**src/rtl/nn_pkg.sv**
```systemverilog
// Shared types and helpers for the NN layer fabric.
// Activation modes, neuron FSM states, saturation helper.
package nn_pkg;

  typedef enum logic [1:0] {
    ACTV_IDENT,
    ACTV_RELU,
    ACTV_LEAKY
  } actv_mode_e;

  typedef enum logic [2:0] {
    ST_IDLE,
    ST_HSK,
    ST_LOCK,
    ST_STREAM,
    ST_DRAIN,
    ST_ACT,
    ST_WRITE,
    ST_NOTIFY
  } st_neuron_stream_e;

  // Clip x into the signed range of a dw-bit word.
  function automatic logic signed [63:0] sat_narrow(
    input logic signed [63:0] x,
    input int                 dw
  );
    logic signed [63:0] hi;
    logic signed [63:0] lo;
    hi = (64'sd1 <<< (dw - 1)) - 64'sd1;
    lo = -(64'sd1 <<< (dw - 1));
    if (x > hi) return hi;
    if (x < lo) return lo;
    return x;
  endfunction

endpackage

```
**src/rtl/neuron_activation.sv**
```systemverilog
// Fixed-point rescale, activation and output saturation.
// Purely combinational; the caller registers the result.
module neuron_activation
  import nn_pkg::*;
#(
  parameter int         AccWidth  = 19,
  parameter int         DataWidth = 8,
  parameter int         FracBits  = 4,
  parameter actv_mode_e ActvMode  = ACTV_RELU
) (
  input  logic signed [AccWidth-1:0]  acc_i,
  output logic signed [DataWidth-1:0] dout_o,
  output logic                        sat_o
);

  logic signed [AccWidth-1:0] y_sh;
  logic signed [AccWidth-1:0] y_act;
  logic signed [63:0]         y_wide;
  logic signed [63:0]         y_clip;

  // Drop the product's extra fraction, activate, then clip.
  always_comb begin
    y_sh  = acc_i >>> FracBits;
    y_act = y_sh;
    case (ActvMode)
      ACTV_RELU:  if (y_sh < 0) y_act = '0;
      ACTV_LEAKY: if (y_sh < 0) y_act = y_sh >>> 3;
      default:    y_act = y_sh;
    endcase
    y_wide = 64'(y_act);
    y_clip = sat_narrow(y_wide, DataWidth);
    dout_o = y_clip[DataWidth-1:0];
    sat_o  = (y_clip != y_wide);
  end

endmodule

```
**src/rtl/neuron_mac_stream.sv**
```systemverilog
// Streaming RAM-backed neuron: dot product + bias, activation,
// result written to the output-activation RAM.
module neuron_mac_stream
  import nn_pkg::*;
#(
  parameter int         NumInputs       = 4,
  parameter int         DataWidth       = 8,
  parameter int         FracBits        = 4,
  parameter int         NeuronsPerLayer = 5,
  parameter int         NeuronInstance  = 0,
  parameter actv_mode_e ActvMode        = ACTV_RELU,
  localparam int IAW = $clog2(NumInputs + 1),
  localparam int WAW = $clog2((NumInputs + 1) * NeuronsPerLayer),
  localparam int OAW = $clog2(NeuronsPerLayer)
) (
  input  logic                 clk_i,
  input  logic                 reset_ni,
  input  logic                 req_i,
  output logic                 ack_o,
  output logic                 req_o,
  input  logic                 ack_i,
  output logic                 in_actv_req_o,
  input  logic                 in_actv_grant_i,
  output logic [IAW-1:0]       in_actv_addr_o,
  input  logic [DataWidth-1:0] in_actv_din_i,
  output logic                 wgt_req_o,
  input  logic                 wgt_grant_i,
  output logic [WAW-1:0]       wgt_addr_o,
  input  logic [DataWidth-1:0] wgt_din_i,
  output logic                 out_actv_req_o,
  input  logic                 out_actv_grant_i,
  output logic [OAW-1:0]       out_actv_addr_o,
  output logic                 out_actv_we_o,
  output logic [DataWidth-1:0] out_actv_dout_o,
  output logic                 busy_o,
  output logic                 sat_o
);

  localparam int AW   = 2 * DataWidth + IAW;
  localparam int Base = (NumInputs + 1) * NeuronInstance;

  st_neuron_stream_e st_q;

  logic [IAW-1:0]              cnt_q;
  logic [IAW-1:0]              idx_q;
  logic                        vld_q;
  logic signed [AW-1:0]        acc_q;
  logic signed [2*DataWidth-1:0] prod;
  logic signed [AW-1:0]        term;
  logic signed [DataWidth-1:0] y_act;
  logic                        y_sat;

  assign in_actv_addr_o  = cnt_q;
  assign wgt_addr_o      = WAW'(Base) + WAW'(cnt_q);
  assign out_actv_addr_o = OAW'(NeuronInstance);
  assign busy_o          = (st_q != ST_IDLE);
  assign prod = $signed(in_actv_din_i) * $signed(wgt_din_i);

  // Last beat carries the bias, aligned to the product's fraction.
  always_comb begin
    term = AW'(prod);
    if (idx_q == IAW'(NumInputs)) begin
      term = AW'($signed(wgt_din_i)) <<< FracBits;
    end
  end

  neuron_activation #(
    .AccWidth (AW),
    .DataWidth(DataWidth),
    .FracBits (FracBits),
    .ActvMode (ActvMode)
  ) u_actv (
    .acc_i (acc_q),
    .dout_o(y_act),
    .sat_o (y_sat)
  );

  // Handshake FSM with one-beat-per-cycle MAC behind it.
  always_ff @(posedge clk_i) begin
    if (!reset_ni) begin
      st_q            <= ST_IDLE;
      ack_o           <= 1'b0;
      req_o           <= 1'b0;
      in_actv_req_o   <= 1'b0;
      wgt_req_o       <= 1'b0;
      out_actv_req_o  <= 1'b0;
      out_actv_we_o   <= 1'b0;
      out_actv_dout_o <= '0;
      sat_o           <= 1'b0;
      acc_q           <= '0;
      cnt_q           <= '0;
      idx_q           <= '0;
      vld_q           <= 1'b0;
    end else begin
      vld_q <= 1'b0;
      if (vld_q) acc_q <= acc_q + term;
      unique case (st_q)
        ST_IDLE: begin
          if (req_i) begin
            ack_o         <= 1'b1;
            in_actv_req_o <= 1'b1;
            wgt_req_o     <= 1'b1;
            acc_q         <= '0;
            cnt_q         <= '0;
            sat_o         <= 1'b0;
            st_q          <= ST_HSK;
          end
        end
        ST_HSK: begin
          if (!req_i) begin
            ack_o <= 1'b0;
            st_q  <= ST_LOCK;
          end
        end
        ST_LOCK: begin
          if (in_actv_grant_i && wgt_grant_i) begin
            st_q <= ST_STREAM;
          end
        end
        ST_STREAM: begin
          vld_q <= 1'b1;
          idx_q <= cnt_q;
          if (cnt_q == IAW'(NumInputs)) begin
            st_q <= ST_DRAIN;
          end else begin
            cnt_q <= cnt_q + IAW'(1);
          end
        end
        ST_DRAIN: begin
          in_actv_req_o  <= 1'b0;
          wgt_req_o      <= 1'b0;
          out_actv_req_o <= 1'b1;
          st_q           <= ST_ACT;
        end
        ST_ACT: begin
          out_actv_dout_o <= y_act;
          sat_o           <= y_sat;
          st_q            <= ST_WRITE;
        end
        ST_WRITE: begin
          if (out_actv_grant_i) begin
            out_actv_we_o <= 1'b1;
            req_o         <= 1'b1;
            st_q          <= ST_NOTIFY;
          end
        end
        ST_NOTIFY: begin
          out_actv_we_o  <= 1'b0;
          out_actv_req_o <= 1'b0;
          if (ack_i) begin
            req_o <= 1'b0;
            st_q  <= ST_IDLE;
          end
        end
        default: st_q <= ST_IDLE;
      endcase
    end
  end

endmodule
```
**config.mk**
```make
export PLATFORM = sky130hd
export DESIGN_NAME = neuron_mac_stream
export DESIGN_NICKNAME = d
export VERILOG_FILES = /design/src/rtl/nn_pkg.sv /design/src/rtl/neuron_activation.sv /design/src/rtl/neuron_mac_stream.sv
export SDC_FILE = /design/constraint.sdc
export NUM_CORES = 1
export LEC_CHECK = 0
export ABC_AREA = 1
export BUFFER_PORTS_ARGS = -buffer_cell sky130_fd_sc_hd__buf_4
export CAP_MARGIN = 40
export CELL_PAD_IN_SITES_DETAIL_PLACEMENT = 1
export CELL_PAD_IN_SITES_GLOBAL_PLACEMENT = 2
export CORE_MARGIN = 2
export CORE_UTILIZATION = 35
export CTS_BUF_LIST = sky130_fd_sc_hd__clkbuf_16
export DETAILED_ROUTE_END_ITERATION = 8
export HOLD_SLACK_MARGIN = 0.12
export PLACE_DENSITY_LB_ADDON = 0.1
export SYNTH_ARGS = -nofsm -noshare
export SYNTH_HDL_FRONTEND = slang
export SYNTH_HIERARCHICAL = 1
export SYNTH_SLANG_ARGS = --single-unit
```
**constraint.sdc**
```tcl
create_clock -name clk_i -period 8.4 [get_ports clk_i]
set_input_delay 1.26 -clock clk_i [delete_from_list [all_inputs] [get_ports clk_i]]
set_output_delay 1.26 -clock clk_i [all_outputs]
set_load 0.03 [all_outputs]
```
==> run summary, run 1 <==
- XOR/XNOR share of the synthesized area: 0.0212
- worst endpoint data arrival time: 6.85 ns
- final period demand of the worst path: 6.67 ns
- average cell area after synthesis: 6.71 um^2
- via count normalized by instance count: 4.75
- Starting Density: 0.361
- post-CTS resize count: 0
- reported max-cap violation count: 0
- setup clock skew after layout: 0.00826 ns
- CP delay by family, top: adder cells
- maximum number of pins on one net before global-route repair: 36
- portion of the clock cycle consumed by the worst path in the final layout: 0.794
- path class of the lowest-slack min-delay path: flop to flop
- setup repair after global routing missed its margin: false
- Setup CP Type: input pin to flop
- x dimension of the die: 133 um
- number of nets still failing antenna checks after routing: 0
- # setup viols final: 0
- worst setup slack before clock tree synthesis: 1.37 ns
- Post-Synthesis Cell Area: 5780 um^2
- I/O pins: 50
- Final GP Congestion: 0.836
- proportion of layout cells with a drive suffix above 1: 0.0893
- overall routed net length: 15900 um
- Final Hold Violating Endpoints: 0
- TritonCTS clock tree: done
- Setup Fix Bufs, Post-CTS: 0
- CTS Hold Buffers Added: 0
- core outline area: 16000 um^2
- crit path launch type: input pin
- layout overhead on the synthesized area: 10.3%
- root cell of the clock tree: clkbuf_16
- post-route setup TNS: 0 ns
- multiplexer fraction of the synthesized cell area: 0
- floorplan die area: 17600 um^2
- Final #Nets: 1013
- post-route DRC violation count: 0
- top cells by area in the synthesized netlist: fa_1 (19%), dfxtp_1 (15%), inv_1 (14%)
- number of warning messages in the yosys log: 6
- min setup slack post-route: 1.73 ns
- synthesized-area fraction occupied by ao, oa, aoi and oai cells: 0.108
- sum of net half-perimeters after detailed placement: 13600 um
- leakage power of the design: 3.67 nW
- average wire per standard cell: 14.5 um
- number of clock sinks: 43
- adder-cell share of the synthesized area: 0.302
- die outline height: 133 um
- post-route cell area: 6380 um^2
- stage delay of the slowest cell on the critical path: 0.60 ns
- count of placed standard cells in the final layout, fillers left out: 1101
- end-of-flow core utilization: 0.398
- sequential cell area fraction in the yosys report: 0.149
- share of async-settable or async-resettable flops after synthesis: 0
- power per cell area: 300 nW/um^2
- flops & latches, synth: 43
- CP max-delay cell: fa_1
- total overflow reported by the global router: 0
- number of buffers inserted during clock tree synthesis: 5
- Placement Rows: 46
- Global Route Usage Sum: 0.193
- number of standard cells after synthesis: 861
- portion of synthesized cell area occupied by the leading cell type: 0.194
- number of global-route vias before repair: 5595
- number of buffers on the longest clock path: 2
- antenna cell count: 0
- Yosys top cell by area: fa_1
- fraction of the mapped netlist area in simple logic gates: 0.247
- WP data required: 8.58 ns
- clock insertion delay at the later pin of the skew report: 0.29 ns
- standard cell area after detailed placement: 6230 um^2
- router iterations before antenna repair: 4
- most instantiated flip-flop cell in the synthesis netlist: dfxtp_1
- Worst Tran Pin Value: 0.615 ns
- outcome: complete, no violations
- number of antenna violations at the first check in global routing: 0
- clock-pin slew reported for the worst setup and hold paths after clock tree synthesis: 0.06 ns
- number of buffer and inverter stages on the critical path: 8
- EDFF count, synth: 0
- Max Fclk: 150 MHz
- category of the worst setup path capture point: flop
- wire length of the first global-routing pass: 27800 um
- unique cell type count in the Yosys netlist: 40
- worst max-slew margin expressed relative to the limit: 0.589
- worst-case vdd ir drop: 0.158 mV
- initial drt markers: 186
- CP Max Fanout: 9
- dominant combinational cell family by area after synthesis: adder cells
- vias after detailed routing: 5225
- number of port buffers: 44
- H-tree depth reported by CTS: 2
- dominant cell type by count on the critical path: inv_1
- Cells after DPL: 1093
- Slew Viols, Final: 0
kinds of logic (layout without fill, tap and decap cells):
group / after synthesis / in the layout
flops: 43 / 43
other cells: 2 / 6
compound gates: 111 / 111
xor+xnor: 14 / 14
simple gates: 334 / 334
buf+inv: 251 / 271
fa+ha+maj: 106 / 106
final timing paths:
kind,slack (ns),depth (start not counted),from,end
setup / recovery,1.73,30,wgt_din_i[2],acc_q[17]
hold / removal,0.45,2,out_actv_dout_o[0],out_actv_dout_o[0]
setup reg to reg,5.27,19,idx_q[0],acc_q[18]
hold reg to reg,0.45,2,out_actv_dout_o[0],out_actv_dout_o[0]
cell usage in the layout (no fill, tap or decap), types with 31 or more instances in the layout:
cell,instances
a21oi_1,56
buf_4,46
dfxtp_1,43
fa_1,56
ha_1,50
inv_1,211
nand2_1,197
nand3_1,39
nor2_1,62
o21ai_0,31
worst min-delay path, delay by kind of cell (launching register included):
family / cells / cell delay [ns]
buffers and inverters: 1 / 0.05
flip-flops: 1 / 0.31
AO/OA/AOI/OAI: 1 / 0.05
routing by layer:
metal	up-vias	part of all wire	global-route usage
met5	-	0	0
met4	0	0.0066	0.0251
met3	9	0.032	0.0264
met2	74	0.47	0.327
met1	2519	0.49	0.268
li1	2623	-	-
per-stage QoR:
step / total power, mW / hold slack, ns
2_1_floorplan: 1.36 / 0.448
3_3_place_gp: 1.69 / 0.433
3_5_place_dp: 1.73 / 0.446
4_1_cts: 1.94 / 0.455
5_1_grt: 2.17 / 0.474
6_report: 1.91 / 0.448
synthesized netlist by cell type, drive strengths merged, types with 4 or more instances:
| cell | number |
|---|---|
| inv | 216 |
| nand2 | 203 |
| nor2 | 65 |
| a21oi | 57 |
| fa | 56 |
| ha | 50 |
| dfxtp | 43 |
| nand3 | 41 |
| o21ai | 35 |
| clkbuf | 21 |
| buf | 13 |
| nor3 | 12 |
| xor2 | 9 |
| nand4 | 8 |
| o211ai | 7 |
| xnor2 | 5 |
| a21o | 4 |
| o21bai | 4 |
power by group:
| part | leakage, nW | internal (mW) | switching, mW |
|---|---|---|---|
| Sequential | 0.348 | 0.215 | 0.0119 |
| Clock | 0.0710 | 0.109 | 0.0852 |
| Combinational | 3.26 | 0.514 | 0.978 |
| Total | 3.67 | 0.838 | 1.08 |
cell type report:
cell class	instances	area, um^2
multi-input cells	571	3940
clock buffers	5	125
flip-flops and latches	43	861
repair buffers	46	345
fillers	2139	9620
inverters	217	815
well taps	216	270
clock inverters	3	16.3
state kept, by name, indices dropped and copies added, names as in the netlist:
name	count
ack_o	1
out_actv_we_o	1
wgt_req_o	1
idx_q	3
out_actv_req_o	1
sat_o	1
out_actv_dout_o	8
in_actv_addr_o	3
st_q	3
req_o	1
acc_q	19
vld_q	1
Note: power is estimated with default switching activity, not from simulation.
==> inputs of run 2 (changes only) <==
ABC_AREA = 0   (was 1)
CORE_UTILIZATION = 38   (was 35)
clock period = 6.45 ns   (was 8.4 ns; I/O delays follow)
==> run summary, run 2 <==
- crit path launch type: input pin, unchanged
- number of antenna violations at the first check in global routing: 0, unchanged
- unique cell type count in the Yosys netlist: 54, was 40
- CTS Hold Buffers Added: 0, unchanged
- Global Route Usage Sum: 0.191, was 0.193
- number of buffer and inverter stages on the critical path: 3, was 8
- H-tree depth reported by CTS: 2, unchanged
- CP delay by family, top: adder cells, unchanged
- Slew Viols, Final: 0, unchanged
- reported max-cap violation count: 0, unchanged
- most instantiated flip-flop cell in the synthesis netlist: dfxtp_1, unchanged
- post-route cell area: 6750 um^2, was 6380 um^2
- Yosys top cell by area: fa_1, unchanged
- post-route DRC violation count: 0, unchanged
- CP Max Fanout: 6, was 9
- Max Fclk: 159 MHz
- multiplexer fraction of the synthesized cell area: 0.0394, was 0
- standard cell area after detailed placement: 6430 um^2, was 6230 um^2
- number of standard cells after synthesis: 640, was 861
- proportion of layout cells with a drive suffix above 1: 0.238, was 0.0893
- Final GP Congestion: 0.833, was 0.836
- worst endpoint data arrival time: 6.52 ns, was 6.85 ns
- average cell area after synthesis: 8.48 um^2, was 6.71 um^2
- number of nets still failing antenna checks after routing: 0, unchanged
- category of the worst setup path capture point: flop, unchanged
- initial drt markers: 152, was 186
- post-route setup TNS: 0 ns, unchanged
- XOR/XNOR share of the synthesized area: 0.0530, was 0.0212
- maximum number of pins on one net before global-route repair: 26, was 36
- most common cell after layout, fill and taps aside: buf_4, was inv_1
- wire length of the first global-routing pass: 23200 um, was 27800 um
- via count normalized by instance count: 4.95, was 4.75
- total overflow reported by the global router: 0, unchanged
- # setup viols final: 0, unchanged
- root cell of the clock tree: clkbuf_16, unchanged
- dominant combinational cell family by area after synthesis: adder cells, unchanged
- I/O pins: 50, unchanged
- number of global-route vias before repair: 4802, was 5595
- final period demand of the worst path: 6.29 ns
- die outline height: 124 um, was 133 um
- clock-pin slew reported for the worst setup and hold paths after clock tree synthesis: 0.06 ns, about the same
- core outline area: 13900 um^2, was 16000 um^2
- Fill cells: 1668, was 2139
- count of placed standard cells in the final layout, fillers left out: 921, was 1101
- x dimension of the die: 124 um, was 133 um
- Setup CP Type: input pin to flop, unchanged
- number of buffers on the longest clock path: 2, unchanged
- dominant cell type by count on the critical path: fa_1, was inv_1
- stage delay of the slowest cell on the critical path: 0.62 ns, was 0.60 ns
- Worst Tran Pin Value: 0.718 ns, was 0.615 ns
- router iterations before antenna repair: 4, unchanged
- Final Hold Violating Endpoints: 0, unchanged
- WP data required: 6.68 ns, was 8.58 ns
- Cells after DPL: 912, was 1093
- layout overhead on the synthesized area: 24.3%, was 10.3%
- end-of-flow core utilization: 0.484, was 0.398
- floorplan die area: 15300 um^2, was 17600 um^2
- sequential cell area fraction in the yosys report: 0.159, was 0.149
- leakage power of the design: 3.20 nW, was 3.67 nW
- fraction of the mapped netlist area in simple logic gates: 0.194, was 0.247
- power per cell area: 429 nW/um^2, was 300 nW/um^2
- clock insertion delay at the later pin of the skew report: 0.29 ns, about the same
- Placement Rows: 43, was 46
- sum of net half-perimeters after detailed placement: 11800 um, was 13600 um
- number of buffers inserted during clock tree synthesis: 5, unchanged
- number of flip-flops under the largest register name: 19, unchanged
- Starting Density: 0.390, was 0.361
- worst max-slew margin expressed relative to the limit: 0.520, was 0.589
- share of async-settable or async-resettable flops after synthesis: 0, unchanged
- overall routed net length: 13900 um, was 15900 um
- synthesized-area fraction occupied by ao, oa, aoi and oai cells: 0.137, was 0.108
- outcome: complete, no violations, unchanged
- vias after detailed routing: 4559, was 5225
- largest registers ranked by flip-flop count: acc_q (19), out_actv_dout_o (8), unchanged
- cells along the critical path: buf_4, and2_4, fa_2, inv_2, fa_1, fa_1, fa_1, inv_1, ha_2, or4_4, a211oi_2, o21ai_2, a211o_1, nand3_4, ha_4, and3_4, or4_1, o21ai_2, a21oi_4, xor2_2, a211o_1, nand2_1
- number of port buffers: 44, unchanged
- average wire per standard cell: 15.1 um, was 14.5 um
- adder-cell share of the synthesized area: 0.322, was 0.302
- Post-Synthesis Cell Area: 5430 um^2, was 5780 um^2
- top cells by area in the synthesized netlist: fa_1 (21%), dfxtp_1 (16%), ha_1 (12%), was fa_1 (19%), dfxtp_1 (15%), inv_1 (14%)
- Final #Nets: 869, was 1013
- Top reg by flops: acc_q, unchanged
- cell with the most instances after synthesis: inv_1, unchanged
- number of warning messages in the yosys log: 6, unchanged
- number of clock sinks: 43, unchanged
- CP max-delay cell: fa_2, was fa_1
- setup clock skew after layout: 0.00657 ns, was 0.00826 ns
- path class of the lowest-slack min-delay path: flop to flop, unchanged
- flops & latches, synth: 43, unchanged
- worst-case vdd ir drop: 0.570 mV, was 0.158 mV
- most numerous cell types in the synthesized netlist: inv_1 (99), fa_1 (56), and2_1 (52), was inv_1 (210), nand2_1 (197), nor2_1 (62)
- TritonCTS clock tree: done, unchanged
- commonest non-fill, non-tap cells in the layout: buf_4 (110), inv_1 (91), fa_1 (53), nand2_1 (48), and2_1 (45), was inv_1 (211), nand2_1 (197), nor2_1 (62), a21oi_1 (56), fa_1 (56)
- EDFF count, synth: 0, unchanged
- portion of synthesized cell area occupied by the leading cell type: 0.206, was 0.194
- antenna cell count: 0, unchanged
- portion of the clock cycle consumed by the worst path in the final layout: 0.975
## run 2: cell count changes after synthesis, sizes merged, moves of 24 or more
| cell | before | now |
|---|---|---|
| nand2 | 203 | 49 |
| a21oi | 57 | 25 |
| nand3 | 41 | 9 |
| and2 | 0 | 52 |
| nor2 | 65 | 41 |
| inv | 216 | 99 |
## run 2: report_power, final
part	total [mW]	switching [mW]	internal [mW]
clock	0.287	0.105	0.183
sequential	0.276	0.00639	0.269
combinational	2.33	1.20	1.13
## run 2: layout make-up
class,count,area [um^2],share of cell area
multi-input cells,477,4230,0.627
repair buffers,114,888,0.132
flip-flops and latches,43,861,0.128
clock inverters,3,43.8,0.00649
clock buffers,5,125,0.0185
inverters,99,372,0.0551
well taps,180,225,0.0334
## run 2: final timing paths
kind | startpoint | endpoint | slack [ns] | cells past startpoint
max reg2reg | idx_q[0] | acc_q[18] | 3.12 | 14
min reg2reg | idx_q[0] | idx_q[0] | 0.49 | 2
min | idx_q[0] | idx_q[0] | 0.49 | 2
max | wgt_din_i[3] | acc_q[18] | 0.16 | 22
## run 2: what timing repair did
item | in CTS | in global routing
endpoints found under the setup margin | 2 | 6
buffers inserted | 1 | 0
pin swaps | 3 | 29
gates cloned | 0 | 0
gates resized for setup | 6 | 34
hold endpoints to repair | 0 | 0
## run 2: metrics by stage
stage                     hold slack, ns  worst slack (ns)  total power, mW
final                              0.488             0.160             2.89
after global placement             0.451            -0.227             2.38
after CTS                          0.495           0.00403             2.77
after floorplan                    0.439           0.00905             1.69
after detailed placement           0.485            -0.409             2.45
after global routing               0.519           -0.0119             3.19
## run 2: logic make-up after synthesis
family | after synthesis
compound gates | 110
xor+xnor | 32
fa+ha+maj | 106
buf+inv | 124
flops | 43
mux | 21
other cells | 2
simple gates | 202
## run 2: worst reg2reg max path, delay by kind of cell (launching register included)
kind	cells	cell delay [ns]
AND/OR/NAND/NOR	5	0.72
flip-flops	1	0.32
adder cells (fa/ha/maj)	2	0.65
XOR/XNOR	1	0.14
buffers and inverters	2	0.46
AO/OA/AOI/OAI	4	0.97
## run 2: layer usage
metal / global-route usage / vias to the layer above / part of all wire / wire length (um)
li1: - / 2267 / - / -
met1: 0.265 / 2249 / 0.48 / 6660
met2: 0.325 / 32 / 0.50 / 6910
met3: 0.0249 / 11 / 0.017 / 240
met4: 0.0263 / 0 / 0.0068 / 95
met5: 0 / - / 0 / 0
